--- src/rtl/fetch_queue_unit.sv ---
`default_nettype none
// ============================================================================
// Module   : fetch_queue_unit
// Purpose  : Pipelined instruction fetch with credit-limited request issue and
//            an N-deep PC/instruction queue handed to decode via valid/ready.
// Revision : 1.0
// ============================================================================
module fetch_queue_unit #(
    parameter logic [31:0] RESET_PC     = 32'h0000_0000,
    parameter int          QUEUE_DEPTH  = 4,
    parameter int          MAX_OUTSTAND = 2
) (
    input  logic        clk,
    input  logic        rst,
    input  logic        redirect,
    input  logic [31:0] redirect_pc,
    output logic        imem_req,
    output logic [31:0] imem_addr,
    input  logic        imem_gnt,
    input  logic        imem_rvalid,
    input  logic [31:0] imem_rdata,
    output logic        inst_valid,
    output logic [31:0] inst_out,
    output logic [31:0] pc_out,
    input  logic        inst_ready
);

    localparam int CNT_W = $clog2(QUEUE_DEPTH + 1);
    localparam int OUT_W = $clog2(MAX_OUTSTAND + 1);
    localparam int PTR_W = $clog2(QUEUE_DEPTH);
    localparam int SUM_W = CNT_W + 1;

    logic [31:0]      fetch_pc_q, fetch_pc_d;
    logic [31:0]      resp_pc_q, resp_pc_d;
    logic [CNT_W-1:0] count_q, count_d;
    logic [OUT_W-1:0] outstanding_q, outstanding_d;
    logic [OUT_W-1:0] kill_q, kill_d;
    logic [PTR_W-1:0] wr_ptr_q, wr_ptr_d;
    logic [PTR_W-1:0] rd_ptr_q, rd_ptr_d;
    logic [31:0]      inst_mem_q [QUEUE_DEPTH];
    logic [31:0]      inst_mem_d [QUEUE_DEPTH];
    logic [31:0]      pc_mem_q   [QUEUE_DEPTH];
    logic [31:0]      pc_mem_d   [QUEUE_DEPTH];

    logic [SUM_W-1:0] credit_used;
    logic             grant;
    logic             resp_ok;
    logic             drop;
    logic             enq;
    logic             deq;

    // Slots already promised to in-flight requests count against queue space,
    // so every response is guaranteed a free entry.
    assign credit_used = SUM_W'(count_q) + SUM_W'(outstanding_q);
    assign imem_req    = !rst && !redirect
                         && (credit_used < SUM_W'(QUEUE_DEPTH))
                         && (outstanding_q < OUT_W'(MAX_OUTSTAND));
    assign imem_addr   = fetch_pc_q;

    assign grant   = imem_req && imem_gnt;
    assign resp_ok = imem_rvalid && (outstanding_q != '0);
    assign drop    = resp_ok && (kill_q != '0);
    assign enq     = resp_ok && !drop && !redirect;

    assign inst_valid = (count_q != '0);
    assign inst_out   = inst_mem_q[rd_ptr_q];
    assign pc_out     = pc_mem_q[rd_ptr_q];
    assign deq        = inst_valid && inst_ready;

    always_comb begin
        fetch_pc_d    = fetch_pc_q;
        resp_pc_d     = resp_pc_q;
        count_d       = count_q;
        kill_d        = kill_q;
        wr_ptr_d      = wr_ptr_q;
        rd_ptr_d      = rd_ptr_q;
        inst_mem_d    = inst_mem_q;
        pc_mem_d      = pc_mem_q;
        outstanding_d = outstanding_q + OUT_W'(grant) - OUT_W'(resp_ok);

        if (redirect) begin
            // Every request still in flight after this cycle belongs to the old path.
            fetch_pc_d = {redirect_pc[31:2], 2'b00};
            resp_pc_d  = {redirect_pc[31:2], 2'b00};
            count_d    = '0;
            wr_ptr_d   = '0;
            rd_ptr_d   = '0;
            kill_d     = outstanding_d;
        end else begin
            if (grant) begin
                fetch_pc_d = fetch_pc_q + 32'd4;
            end
            if (drop) begin
                kill_d = kill_q - OUT_W'(1);
            end
            if (enq) begin
                inst_mem_d[wr_ptr_q] = imem_rdata;
                pc_mem_d[wr_ptr_q]   = resp_pc_q;
                wr_ptr_d             = wr_ptr_q + PTR_W'(1);
                resp_pc_d            = resp_pc_q + 32'd4;
            end
            if (deq) begin
                rd_ptr_d = rd_ptr_q + PTR_W'(1);
            end
            count_d = count_q + CNT_W'(enq) - CNT_W'(deq);
        end
    end

    always_ff @(posedge clk or posedge rst) begin
        if (rst) begin
            fetch_pc_q    <= RESET_PC;
            resp_pc_q     <= RESET_PC;
            count_q       <= '0;
            outstanding_q <= '0;
            kill_q        <= '0;
            wr_ptr_q      <= '0;
            rd_ptr_q      <= '0;
            for (int i = 0; i < QUEUE_DEPTH; i++) begin
                inst_mem_q[i] <= '0;
                pc_mem_q[i]   <= '0;
            end
        end else begin
            fetch_pc_q    <= fetch_pc_d;
            resp_pc_q     <= resp_pc_d;
            count_q       <= count_d;
            outstanding_q <= outstanding_d;
            kill_q        <= kill_d;
            wr_ptr_q      <= wr_ptr_d;
            rd_ptr_q      <= rd_ptr_d;
            inst_mem_q    <= inst_mem_d;
            pc_mem_q      <= pc_mem_d;
        end
    end

endmodule
`default_nettype wire

--- config.mk ---
export PLATFORM = sky130hd
export DESIGN_NAME = fetch_queue_unit
export DESIGN_NICKNAME = d
export VERILOG_FILES = /design/src/rtl/fetch_queue_unit.sv
export SDC_FILE = /design/constraint.sdc
export NUM_CORES = 1
export LEC_CHECK = 0
export CAP_MARGIN = 20
export CORE_MARGIN = 4
export CORE_UTILIZATION = 40
export CTS_CLUSTER_DIAMETER = 60
export DETAILED_ROUTE_END_ITERATION = 12
export PLACE_DENSITY_LB_ADDON = 0.3
export SETUP_SLACK_MARGIN = 0.15
export SYNTH_ARGS = -nofsm -noshare
export SYNTH_HDL_FRONTEND = slang
export SYNTH_SLANG_ARGS = --single-unit
--- constraint.sdc ---
create_clock -name clk -period 11.7 [get_ports clk]
set_input_delay 2.925 -clock clk [delete_from_list [all_inputs] [get_ports clk]]
set_output_delay 2.925 -clock clk [all_outputs]
set_load 0.1 [all_outputs]
Word level (Yosys, flattened, before mapping)
Index checks and enable logic that the tools add are counted.

Add/sub/neg operators: 10. Magnitude comparators: 5. Muxes and demuxes: 21. Bitwise gates (word level): 3. Reduce and logical (&&, ||, !) cells: 21.

Operators by type and width (count): 32-bit two-way mux (9); 128-bit bitwise mux (2); 32-bit binary-select mux with 2-bit select (2); 32-bit by 3-bit adder with 32-bit output (second input constant) (2); 32-bit demux with 2-bit select (1); 2-bit two-way mux (6); 2-bit nonzero test (6); 1-bit logical AND (10); 3-bit greater-or-equal comparator (second input constant) (2); 2-bit inverter with 3-bit output (2); 2-bit by 1-bit adder with 2-bit output (second input constant) (2); 3-bit by 2-bit adder with 4-bit output (1); 4-bit by 3-bit less-than comparator with 1-bit output (second input constant) (1); 3-bit by 1-bit adder with 3-bit output (1); 1-bit logical NOT (3); 3-bit by 1-bit less-than comparator with 1-bit output (second input constant) (1); 3-bit two-way mux (1); 3-bit nonzero test (1); 3-bit by 1-bit subtractor with 3-bit output (1); 2-bit by 1-bit adder with 2-bit output (1); 2-bit less-than comparator (second input constant) (1); 2-bit AND reduction (1); 2-bit by 1-bit subtractor with 2-bit output (1); 2-bit by 1-bit subtractor with 2-bit output (second input constant) (1); 1-bit inverter (1).

Flip-flop bits (word level): 331. Bits of input ports: 70. Output and inout bits: 98. Logic and storage cells: 75.

Depth between registers and ports, before layout
Depth in word-level cells: 9. Mapped depth: 12. Mapped depth without buffers: 12.

Least setup slack after synthesis
No wires, ideal clock.

Path kind: input-to-output. From: in redirect. To: out imem_req. Arrival: 4.303 ns. Required time: 8.775 ns. Slack: 4.472 ns. Stages on the path: 4. Path buffers: 2. Cell sequence: buf_2 -> inv_2 -> buf_1 -> and3_1.

Longest elaborated chain between the ends: 4.

Ends and longest elaborated chain: start: declaration (RTL line 15) `input logic redirect,`; 1-bit logical NOT (RTL line 55) `assign imem_req = !rst && !redirect`; 1-bit logical AND (RTL line 55); 1-bit logical AND (RTL line 56) `&& (credit_used < SUM_W'(QUEUE_DEPTH))`; 1-bit logical AND (RTL line 57) `&& (outstanding_q < OUT_W'(MAX_OUTSTAND));`; end: declaration (RTL line 17) `output logic imem_req,`.

Every way passes these cells.

Worst setup path after layout
Same ends and word-level chain as after synthesis.

==> flow_summary.ini <==
[clock_tree]
cts_buffers = 38
cts_setup_buffers = 0
cts-root-buf = clkbuf_16
cts_tree = yes
htree_levels = 2
ctsResizeCount = 0
clkTransAtPathRegs_ns = 0.05
clk_path_buf_depth = 3
clock_latency_ns = 0.55
cts_sinks = 319
postCtsHoldBufs = 0

[outcome]
status = complete, no violations

[sta]
finalClockSkew_ns = 0.0360
fin_setup_tns_ns = 0
grt_setup_unrepaired = false
hold_viol_final = 0
clock.fmax_mhz = 122
layout_min_cycle_time_ns = 8.19
slew_viol_final = 0
fin_crit_sh = 0.700
layout_setup_ws_ns = 3.51
setup_viol = 0
tightest_slew_ns = 1.19
worst_hold_slack_ns = 0.498
maxSlewHeadroom = 0.209

[route]
first_pass_iters = 4
drt_wl_total_um = 33900
vias_per_cell = 5.42
vias = 9119
antenna_left = 0
drcViolationCount = 0
dr.first_iter.drc_count = 333
avgRoutedWirePerCell_um = 20.1

[cells_and_area]
area_growth_pct = 21.3
fin_cells = 1682
fill_cells = 3172
layout-drive-gt1-share = 0.328
fin_util = 0.491
diodes = 0
design_area_um2 = 17900
num-nets-final = 1272

[critical_path]
crit_type = in2out
critPathLaunch = redirect
path_buf_inv = 4
rr_endpoint = kill_q[1]
max_stage_delay_ns = 1.16
reg2reg_depth = 11
crit_family = buffers and inverters
cp_slowest_cell = clkdlybuf4s50_1
cp_max_fo = 64
timing.rr.start = outstanding_q[1]
critical_path.cell_chain = buf_2 -> buf_4 -> inv_2 -> and3_1 -> clkdlybuf4s50_1
rrSetupSlack_ns = 8.11
crit_arrival_ns = 5.27
cp.required_ns = 8.78
crit_path_end_kind = primary output
start_kind = primary input

[logic_synthesis]
synth_area_leaders = dfrtp_1 (54%), mux2_2 (19%), mux4_2 (9.4%)
synth_area_um2 = 14800
ys_warn_count = 0
yosys_register_bits = 319
synth_edf_count = 0
synth_ff_type = dfrtp_1
async_flop_share = 1.00
synth.largest_area_cell = dfrtp_1
synth_top_area_share = 0.539
synth_area_per_cell_um2 = 14.1
seq_area_frac_synth = 0.539
syn_inst = 1052
synth_cell_type_count = 51

[place]
portBuffers = 161
hpwl_um = 20700
placed_area_um2 = 16700
routabilityCongestion = 0.818
placedCellCount = 1617
dp_slack_ns = 3.44

[min_path]
hold_path.class = reg2reg
whs_endpoint = pc_mem_q[57]
hold_start = pc_mem_q[57]
holdPathStages = 1

[global_route]
grt.total_usage = 0.172
grt_pass1_vias = 9879
antenna_found_initial = 1
grt_pass1_wl_um = 56100
overflow = 0
grt_max_degree = 191

[die]
die_width_um = 200
io_pins = 168
fp.coreArea_um2 = 36500
rows = 70
dieArea_um2 = 40100
dieHeight_um = 200
initial_core_util = 0.405

[power]
power_leakage_nw = 7.75
power_mw = 5.07
powerDensity_nw_per_um2 = 282
vdd_drop_max_uv = 272

[flow_run]
drv_cap = 0
[how the worst max path moves through the flow]
stage / end / slack (ns) / depth (start not counted)
2_1_floorplan: imem_req / 4.47 / 4
3_3_place_gp: imem_req / 3.47 / 5
3_5_place_dp: imem_req / 3.44 / 5
4_1_cts: imem_req / 3.44 / 5
5_1_grt: imem_req / 3.38 / 5
6_report: imem_req / 3.51 / 5
[report_power, final]
group          switching (mW)  total [mW]  internal (mW)  leakage [nW]
clock network           0.461        1.15          0.687         0.601
logic                    1.59        2.34          0.748          2.98
registers               0.204        1.58           1.38          4.17
[worst register-to-register path: cells and delay by family (launching register included)]
family        cells  cell delay, ns
fa+ha+maj         3            0.88
flops             1            0.48
buf+inv           2            0.67
simple gates      4            1.16
xor+xnor          2            0.34
[state kept, by name, indices dropped and copies added (netlist names)]
name / flops
count_q: 3
imem_addr: 30
inst_mem_q: 128
kill_q: 2
outstanding_q: 2
pc_mem_q: 120
rd_ptr_q: 2
resp_pc_q: 30
wr_ptr_q: 2
[final cells by class]
type | instances | area, µm² | share of cell area
clock buffer | 54 | 1070 | 0.0597
clock inverter | 11 | 160 | 0.00892
inverter | 21 | 82.6 | 0.00460
multi-input combinational | 643 | 6400 | 0.357
sequential | 319 | 7990 | 0.445
tap | 468 | 586 | 0.0326
timing repair buffer | 166 | 1660 | 0.0923
[kinds of logic after synthesis]
logic type,synth area share
muxes,0.290
DFF,0.539
and+or+nand+nor,0.0692
buffers and inverters,0.0295
AOI/OAI and AO/OA,0.0353
xor gates and xnor gates,0.0243
adders and majority gates,0.0115
other,0.000253
[layout by cell type, fill, tap and decap left out, types with 5 or more instances in the layout]
master / count
o21ai_1: 6
inv_1: 19
clkdlybuf4s50_1: 160
mux4_2: 62
dfrtp_1: 317
nand3_1: 36
o311ai_0: 5
clkbuf_16: 38
clkbuf_8: 6
mux2_2: 255
nor2_1: 21
nor3_1: 13
clkbuf_1: 10
a31oi_1: 5
and3_1: 5
nand4_1: 16
o211ai_1: 13
a21boi_0: 10
o21ai_0: 30
xnor2_1: 20
nand2_1: 55
ha_1: 12
xor2_1: 21
or3_1: 6
[layer usage]
metal	part of all wire	global-route usage	wire, µm
met2	0.47	0.276	16000
met4	0.016	0.0411	555
met1	0.46	0.237	15400
met3	0.055	0.0419	1860
met5	0.00059	0	20
[Yosys cell counts (4+ instances only)]
cell and count:
o21ai_1 6, mux2_2 255, dfrtp_1 319, xnor2_1 20
nand3_1 36, nand2_1 55, or3_1 6, buf_4 5
and3_1 5, xor2_1 21, buf_2 35, o211ai_1 13
buf_1 4, nor4_4 4, inv_1 20, nor4_2 4
a31oi_1 5, nand4_1 16, nand2b_1 4, a21boi_0 10
nor2_1 21, and2_1 6, o311ai_0 5, o21ai_0 30
ha_1 12, or4_1 4, mux4_2 62, nor3_1 13
clkbuf_1 24
No activity file was read; power rests on OpenSTA's default activity.
